==> src/rtl/rv32_pkg.sv <==
// =====================================================================
// Module : rv32_pkg
// Shared types and constants for the multi-cycle RV32I memory sequencer
// Rev    : 1.0
// =====================================================================
`default_nettype none

package rv32_pkg;

    localparam int          XLEN   = 32;
    localparam logic [31:0] RV_NOP = 32'h0000_0013;

    typedef enum logic [2:0] {
        ST_IDLE   = 3'd0,
        ST_FETCH  = 3'd1,
        ST_DECODE = 3'd2,
        ST_DATA   = 3'd3,
        ST_COMMIT = 3'd4
    } state_t;

endpackage

`default_nettype wire

==> src/rtl/bus_wait_timer.sv <==
// =====================================================================
// Module : bus_wait_timer
// Counts bus wait cycles and pulses expired on the cycle the count hits TIMEOUT
// Rev    : 1.0
// =====================================================================
`default_nettype none

module bus_wait_timer #(
    parameter int TIMEOUT = 0
) (
    input  logic clk,
    input  logic reset_n,
    input  logic waiting,
    output logic expired
);

    localparam int c_cnt_w = (TIMEOUT > 0) ? $clog2(TIMEOUT + 1) : 1;
    localparam logic [c_cnt_w-1:0] c_last = c_cnt_w'(TIMEOUT - 1);

    logic [c_cnt_w-1:0] r_cnt;

    // Expiry fires on the wait cycle that would take the count to TIMEOUT.
    assign expired = (TIMEOUT != 0) && waiting && (r_cnt == c_last);

    always_ff @(posedge clk or negedge reset_n) begin
        if (!reset_n) begin
            r_cnt <= '0;
        end else if (waiting && !expired) begin
            r_cnt <= r_cnt + 1'b1;
        end else begin
            r_cnt <= '0;
        end
    end

endmodule

`default_nettype wire

==> src/rtl/core_mem_sequencer.sv <==
// =====================================================================
// Module : core_mem_sequencer
// Multi-cycle RV32I sequencer arbitrating one memory port between fetch and load/store
// Rev    : 1.0
// =====================================================================
`default_nettype none

module core_mem_sequencer
    import rv32_pkg::*;
#(
    parameter int             TIMEOUT   = 0,
    parameter logic [XLEN-1:0] NOP_INSTR = RV_NOP
) (
    input  logic            clk,
    input  logic            reset_n,
    input  logic [XLEN-1:0] instr_addr,
    input  logic [XLEN-1:0] data_mem_addr,
    input  logic [XLEN-1:0] write_data,
    input  logic [3:0]      wstrb,
    input  logic            mem_read,
    input  logic            mem_write,
    output logic [XLEN-1:0] instr,
    output logic [XLEN-1:0] read_data,
    output logic            core_en,
    output logic            bus_req,
    output logic            bus_we,
    output logic [XLEN-1:0] bus_addr,
    output logic [XLEN-1:0] bus_wdata,
    output logic [3:0]      bus_wstrb,
    input  logic            bus_ready,
    input  logic [XLEN-1:0] bus_rdata,
    output logic            bus_err
);

    state_t r_state;
    state_t w_next;
    logic   w_waiting;
    logic   w_expired;

    // Derived from the state register so bus_ready never feeds back into bus_req.
    assign w_waiting = ((r_state == ST_FETCH) || (r_state == ST_DATA)) && !bus_ready;

    bus_wait_timer #(
        .TIMEOUT (TIMEOUT)
    ) u_timer (
        .clk     (clk),
        .reset_n (reset_n),
        .waiting (w_waiting),
        .expired (w_expired)
    );

    always_ff @(posedge clk or negedge reset_n) begin
        if (!reset_n) begin
            r_state <= ST_IDLE;
        end else begin
            r_state <= w_next;
        end
    end

    always_comb begin
        w_next    = r_state;
        bus_req   = 1'b0;
        bus_we    = 1'b0;
        bus_addr  = instr_addr;
        bus_wdata = '0;
        bus_wstrb = 4'hF;
        core_en   = 1'b0;
        case (r_state)
            ST_IDLE: begin
                w_next = ST_FETCH;
            end
            ST_FETCH: begin
                bus_req = 1'b1;
                if (bus_ready || w_expired) begin
                    w_next = ST_DECODE;
                end
            end
            ST_DECODE: begin
                if (mem_read || mem_write) begin
                    w_next = ST_DATA;
                end else begin
                    core_en = 1'b1;
                    w_next  = ST_FETCH;
                end
            end
            ST_DATA: begin
                bus_req  = 1'b1;
                bus_addr = data_mem_addr;
                // A simultaneous read+write decode is resolved as a store.
                if (mem_write) begin
                    bus_we    = 1'b1;
                    bus_wdata = write_data;
                    bus_wstrb = wstrb;
                end
                if (bus_ready || w_expired) begin
                    w_next = ST_COMMIT;
                end
            end
            ST_COMMIT: begin
                core_en = 1'b1;
                w_next  = ST_FETCH;
            end
            default: begin
                w_next = ST_IDLE;
            end
        endcase
    end

    always_ff @(posedge clk or negedge reset_n) begin
        if (!reset_n) begin
            instr     <= NOP_INSTR;
            read_data <= '0;
            bus_err   <= 1'b0;
        end else begin
            if (r_state == ST_FETCH) begin
                if (bus_ready) begin
                    instr <= bus_rdata;
                end else if (w_expired) begin
                    instr   <= NOP_INSTR;
                    bus_err <= 1'b1;
                end
            end
            if (r_state == ST_DATA) begin
                if (bus_ready) begin
                    if (!mem_write) begin
                        read_data <= bus_rdata;
                    end
                end else if (w_expired) begin
                    read_data <= '0;
                    bus_err   <= 1'b1;
                end
            end
        end
    end

endmodule

`default_nettype wire

==> config.mk <==
export PLATFORM = sky130hd
export DESIGN_NAME = core_mem_sequencer
export DESIGN_NICKNAME = d
export VERILOG_FILES = /design/src/rtl/rv32_pkg.sv /design/src/rtl/bus_wait_timer.sv /design/src/rtl/core_mem_sequencer.sv
export SDC_FILE = /design/constraint.sdc
export NUM_CORES = 1
export LEC_CHECK = 0
export ABC_AREA = 1
export CAP_MARGIN = 20
export CORE_MARGIN = 4
export CORE_UTILIZATION = 31
export CTS_CLUSTER_DIAMETER = 150
export CTS_CLUSTER_SIZE = 28
export DETAILED_ROUTE_END_ITERATION = 6
export PLACE_DENSITY = 0.78
export SLEW_MARGIN = 30
export SYNTH_ARGS = -nofsm -noshare
export SYNTH_HDL_FRONTEND = slang
export SYNTH_HIERARCHICAL = 1
export SYNTH_SLANG_ARGS = --single-unit
==> constraint.sdc <==
create_clock -name clk -period 1.43 [get_ports clk]
set_input_delay 0.429 -clock clk [delete_from_list [all_inputs] [get_ports clk]]
set_output_delay 0.429 -clock clk [all_outputs]
set_load 0.01 [all_outputs]
==> results of run 1 <==
## power groups by stage
stage / clock network, mW / logic, mW / registers, mW
2_1_floorplan: 0 / 2.92 / 3.40
3_3_place_gp: 0 / 6.68 / 3.09
3_5_place_dp: 0 / 6.79 / 3.12
4_1_cts: 2.42 / 8.16 / 3.08
5_1_grt: 2.51 / 9.49 / 3.20
6_report: 2.38 / 8.90 / 3.10
## cell usage after synthesis, types with 2 or more instances
library cell / instances / area share
nand2_1: 272 / 0.29
dfrtp_1: 65 / 0.46
nor2_1: 37 / 0.039
o21ai_1: 32 / 0.045
nand4_1: 29 / 0.051
clkbuf_1: 16 / 0.017
buf_2: 14 / 0.020
inv_1: 8 / 0.0085
buf_4: 7 / 0.015
or2_1: 4 / 0.0071
dfstp_2: 3 / 0.022
or2_2: 3 / 0.0053
inv_2: 2 / 0.0021
nor2_2: 2 / 0.0035
## layer usage
layer / GRT usage / vias to the layer above / part of all wire
li1: - / 2195 / -
met1: 0.289 / 2210 / 0.38
met2: 0.425 / 178 / 0.53
met3: 0.0700 / 32 / 0.072
met4: 0.0524 / 0 / 0.021
met5: 0 / - / 0
## worst max-delay path by stage
stage,start,to,depth (start not counted)
final,r_state[0]$_DFFE_PN0P_,bus_wstrb[1],7
after global routing,r_state[0]$_DFFE_PN0P_,bus_addr[30],8
after CTS,r_state[0]$_DFFE_PN0P_,bus_wstrb[1],7
after detailed placement,mem_write,bus_wstrb[1],5
after global placement,mem_write,bus_wdata[31],5
after floorplan,r_state[0]$_DFFE_PN0P_,bus_wdata[10],6
## cell families (layout without fill, tap and decap cells)
family / count (synthesis) / in the layout / share of synthesized area
AND/OR/NAND/NOR: 352 / 352 / 0.406
AO/OA/AOI/OAI: 34 / 34 / 0.0488
flip-flops: 68 / 68 / 0.482
other: 1 / 1 / 0.00106
buffers and inverters: 47 / 360 / 0.0622
## sequential cells by signal, summed over array words and instances, names as in the netlist
signal and flops:
instr 32, read_data 32, r_state 3, bus_err 1
## through the flow
stage	utilization	setup TNS [ps]	std cells	cell area, sq um
global route	0.728	-58640	955	8030
detailed placement	0.618	-75900	904	6820
floorplan	-	-3420	502	3900
global placement	0.618	-72410	904	6820
CTS	0.694	-41500	946	7650
finish	0.728	-48690	955	8030
## what timing repair did
item	4_1_cts	5_1_grt
hold buffers	0	0
cloned	9	5
setup buffers	17	5
gates resized for setup	510	90
pin swaps	6	19
endpoints found under the setup margin	202	154
## worst register-to-register path: stages, from the launching register on
cell	delay, ps
dfrtp_1	370
buf_4	120
buf_6	90
inv_4	30
buf_6	110
nor2_4	140
buf_6	120
buf_12	100
nand3b_4	120
buf_12	170
buf_16	140
nand2_1	60
nand2_1	60
## layout make-up
| cell class | instances | area share |
|---|---|---|
| tap | 140 | 0.0218 |
| timing repair buffer | 334 | 0.456 |
| clock buffer | 9 | 0.0281 |
| clock inverter | 7 | 0.0123 |
| inverter | 10 | 0.00530 |
| sequential | 68 | 0.212 |
| multi-input combinational | 387 | 0.264 |
==> impl_metrics.toml, run 1 <==
[power]
design_power_total_mw = 14.4
internal_power_mw = 8.78
pwr_density_cell_nw_per_um2 = 1790
power_leakage_nw = 3.82
power.net_switching_mw = 5.59
pwr-share-seq = 0.216
netSwitchingFraction = 0.389
power_share_of_the_combinational_group = 0.619
power.ir.vdd_worst_uv = 1030
pwr-share-clk = 0.166

[critical_path]
worst_ep_required_time_ps = 1000
r2r.worst_path.cells = 12
crit_slowest_cell = "dfrtp_1"
worstSetupEndpointType = "output pin"
crit-reg2reg-launch = "r_state[0]$_DFFE_PN0P_"
type_of_origin_of_the_critical_path = "register"
path_cells = "nand2_2 -> nor2_4 -> buf_12 -> buf_8 -> nand2_8 -> or2_1 -> buf_6"
worstSetupPathType = "register to output pin"
cp.arrival_ps = 1620
worstReg2RegEnd = "instr[24]$_DFFE_PN0P_"
timing.critical_path.fanout_max = 5
cp_num_buf_inv = 3
r2r_setup_slack_ps = -310
worst_path_dominant_cell_family = "simple AND/OR/NAND/NOR gates"
critPathMaxStageDelay_ps = 370

[route]
drt_drc_violations_left = 0
drt_pre_antenna_iters = 4
routed_wire_length_per_instance_um = 18.1
vias = 4615
antenna_violating_nets_post_route = 0
vias_per_cell = 4.83
drt-total-wl_mm = 17.3
detail_route.iter0.violations = 233

[placed_design]
numPortBuffers = 272
routabilityCongestion = 0.847
dp_hpwl_mm = 11.7
dp_worst_setup_slack_ps = -1030

[synthesis]
ys_seq_area_frac = 0.482
ys_warnings = 6
mappedNetlistArea_sq_um = 3540
mappedNetlistNets = 639
ys_seq_elements = 68
ys_dominant_reg_cell = "dfrtp_1"
postSynthCellCount = 502
synth_async_sr_flop_share = 1.00
post_synth_num_cell_types = 22
synth_area_per_cell_sq_um = 7.05
synth_enable_flop_cells = 0

[timing]
finalCritPeriodShare = 1.43
number_of_setup_violations_in_the_final_report = 137
final_critical_path_setup_slack_ps = -621
timing.hold.ws_ps = 121
maxSlewViolCount = 0
finalWorstPathRequiredPeriod_ps = 2050
fmax_ghz = 0.488
finalClockSkew_ps = 8.44
hold_viol = 0
rsz0062_at_grt = "yes"

[run_status]
run_status = "complete, but fails checks"
violations = "setup timing"

[clock_network]
clkLatencyLatePin_ps = 320
cts.reportedPaths.clkPinSlew_ps = 60
cts-buffers-inserted = 9
cts.htree.levels = 3
clkSinkCount = 68
clock_tree_from_tritoncts = "done"
cts.path.max_buffers = 2
cell_at_the_root_of_the_clock_tree = "clkbuf_16"

[finish]
final_common_cell = "nand2_1"
final_nets = 947
drive_above_1_share = 0.321
flow.area_growth_from_synthesis_pct = 127
most_frequent_cells_in_the_layout = "nand2_1 (224), clkdlybuf4s50_1 (133), buf_6 (77)"
count_of_antenna_diodes_in_the_layout = 0
multi_input_logic_area_sq_um = 2120
register_area_sq_um = 1710
final.fill_count = 833

[floorplanning]
row_count = 38
std_cell_core_area_sq_um = 11000
num_io_pins = 273
die_area_sq_um = 13200
chipWidth_um = 115
start_util = 0.321
chipHeight_um = 115

[run]
total_of_max_cap_violations = 0

[min_path]
timing.hold.worst.class = "input port to asynchronous set/reset pin"

[global_route]
grt_max_degree = 69
gr-total-overflow = 0
antenna_found_initial = 0
global_route_wire_length_before_repair_mm = 25.1
grt.total_usage = 0.240
first_global_vias = 4591
Power figures use the tool's default switching activity.
==> run 2: changes to the inputs <==
- CTS_BUF_LIST: unset -> sky130_fd_sc_hd__clkbuf_8
==> impl_metrics.toml, run 2 (synthesized netlist as in run 1, its figures left out) <==
[global_route]
antenna_found_initial = 0
gr-total-overflow = 0
global_route_wire_length_before_repair_mm = 25.0
first_global_vias = 4622
grt_max_degree = 69
grt.total_usage = 0.239

[critical_path]
cp_num_buf_inv = 3
timing.critical_path.fanout_max = 5
type_of_origin_of_the_critical_path = "register"
path_cells = "nand2_2 -> nor2_4 -> buf_12 -> buf_8 -> nand2_8 -> or2_1 -> buf_2"
critPathMaxStageDelay_ps = 380
worst_ep_required_time_ps = 1000
cp.arrival_ps = 1630
worstReg2RegEnd = "instr[23]$_DFFE_PN0P_"
crit-reg2reg-launch = "r_state[0]$_DFFE_PN0P_"
r2r_setup_slack_ps = -250
worst_path_dominant_cell_family = "simple AND/OR/NAND/NOR gates"
r2r.worst_path.cells = 11
worstSetupEndpointType = "output pin"
crit_slowest_cell = "dfrtp_1"
worstSetupPathType = "register to output pin"

[floorplanning]
row_count = 38
die_area_sq_um = 13200
chipWidth_um = 115
std_cell_core_area_sq_um = 11000
num_io_pins = 273
chipHeight_um = 115
start_util = 0.321

[route]
antenna_violating_nets_post_route = 0
routed_wire_length_per_instance_um = 18.4
vias_per_cell = 4.82
drt_drc_violations_left = 0
drt-total-wl_mm = 17.6
vias = 4611
drt_pre_antenna_iters = 4
detail_route.iter0.violations = 189

[clock_network]
cts-buffers-inserted = 9
clkLatencyLatePin_ps = 340
cts.reportedPaths.clkPinSlew_ps = 80
clock_tree_from_tritoncts = "done"
cts.path.max_buffers = 2
cts.htree.levels = 3
cell_at_the_root_of_the_clock_tree = "clkbuf_8"
clkSinkCount = 68

[power]
power_leakage_nw = 3.77
design_power_total_mw = 13.5
pwr-share-seq = 0.230
pwr-share-clk = 0.130
power_share_of_the_combinational_group = 0.639
netSwitchingFraction = 0.409
pwr_density_cell_nw_per_um2 = 1750
internal_power_mw = 7.96
power.ir.vdd_worst_uv = 1110
power.net_switching_mw = 5.50

[timing]
maxSlewViolCount = 0
finalClockSkew_ps = 12.7
hold_viol = 0
fin_tns_setup_ps = -46220
final_critical_path_setup_slack_ps = -626
rsz0062_at_grt = "yes"
fmax_ghz = 0.486
number_of_setup_violations_in_the_final_report = 105
finalCritPeriodShare = 1.44
finalWorstPathRequiredPeriod_ps = 2060

[placed_design]
dp_hpwl_mm = 11.7
numPortBuffers = 272
routabilityCongestion = 0.847

[finish]
register_area_sq_um = 1710
final_nets = 948
final_common_cell = "nand2_1"
flow.area_growth_from_synthesis_pct = 118
biggestRegsByFlops = "instr x32, read_data x32, r_state x3"
multi_input_logic_area_sq_um = 2110
most_frequent_cells_in_the_layout = "nand2_1 (226), clkdlybuf4s50_1 (133), buf_6 (79)"
count_of_antenna_diodes_in_the_layout = 0
drive_above_1_share = 0.370
final.fill_count = 889

[min_path]
timing.hold.worst.class = "input port to asynchronous set/reset pin"

[run_status]
run_status = "complete, but fails checks"
violations = "setup timing"

[run]
total_of_max_cap_violations = 0
run 2: cell types whose count changed in the layout (fill, tap and decap cells not counted), sizes merged:
cell,change
nand2,+1
clkdlybuf4s15,-41
buf,+3
dlygate4sd2,-1
clkbuf,+39
run 2: how the worst max path moves through the flow:
| stage | from | endpoint | slack (ps) | cells after the start |
|---|---|---|---|---|
| finish | r_state[0]$_DFFE_PN0P_ | bus_wstrb[3] | -630 | 7 |
| global placement | mem_write | bus_wdata[31] | -960 | 5 |
| floorplan | r_state[0]$_DFFE_PN0P_ | bus_wdata[10] | -60 | 6 |
| detailed placement | mem_write | bus_wstrb[1] | -1030 | 5 |
| CTS | r_state[0]$_DFFE_PN0P_ | bus_wstrb[1] | -610 | 7 |
| global route | r_state[0]$_DFFE_PN0P_ | bus_addr[30] | -680 | 8 |
run 2: repair_timing:
action,CTS,global route
pin swaps,6,18
endpoints found under the setup margin,202,180
hold buffers,0,0
cloned,9,9
gates resized for setup,553,90
buffers inserted,19,2
run 2: metal layers:
metal	GRT usage	part of all wire	vias to the layer above
met5	0	0	-
met4	0.0665	0.022	0
met3	0.0658	0.070	35
met2	0.424	0.53	173
met1	0.285	0.38	2205
li1	-	-	2198
run 2: final cells by class:
type / count / share of cell area
Timing Repair Buffer: 334 / 0.448
Clock buffer: 9 / 0.0161
Inverter: 10 / 0.00551
Tap cell: 140 / 0.0227
Sequential cell: 68 / 0.221
Clock inverter: 7 / 0.0128
Multi-Input combinational cell: 388 / 0.274
run 2: power groups by stage:
stage / Sequential, mW / Clock [mW] / Combinational, mW
finish: 3.10 / 1.75 / 8.61
floorplan: 3.40 / 0 / 2.92
detailed placement: 3.12 / 0 / 6.79
CTS: 3.10 / 1.79 / 8.27
global route: 3.20 / 1.87 / 9.20
global placement: 3.09 / 0 / 6.68
run 2: stage by stage:
step | area (sq um) | std cells | hold slack, ps | setup slack [ps] | util
floorplan | 3900 | 502 | 133 | -61.2 | -
global placement | 6820 | 904 | 453 | -957 | 0.618
detailed placement | 6820 | 904 | 456 | -1030 | 0.618
CTS | 7610 | 948 | 103 | -612 | 0.690
global route | 7710 | 956 | 110 | -682 | 0.699
finish | 7710 | 956 | 101 | -626 | 0.699
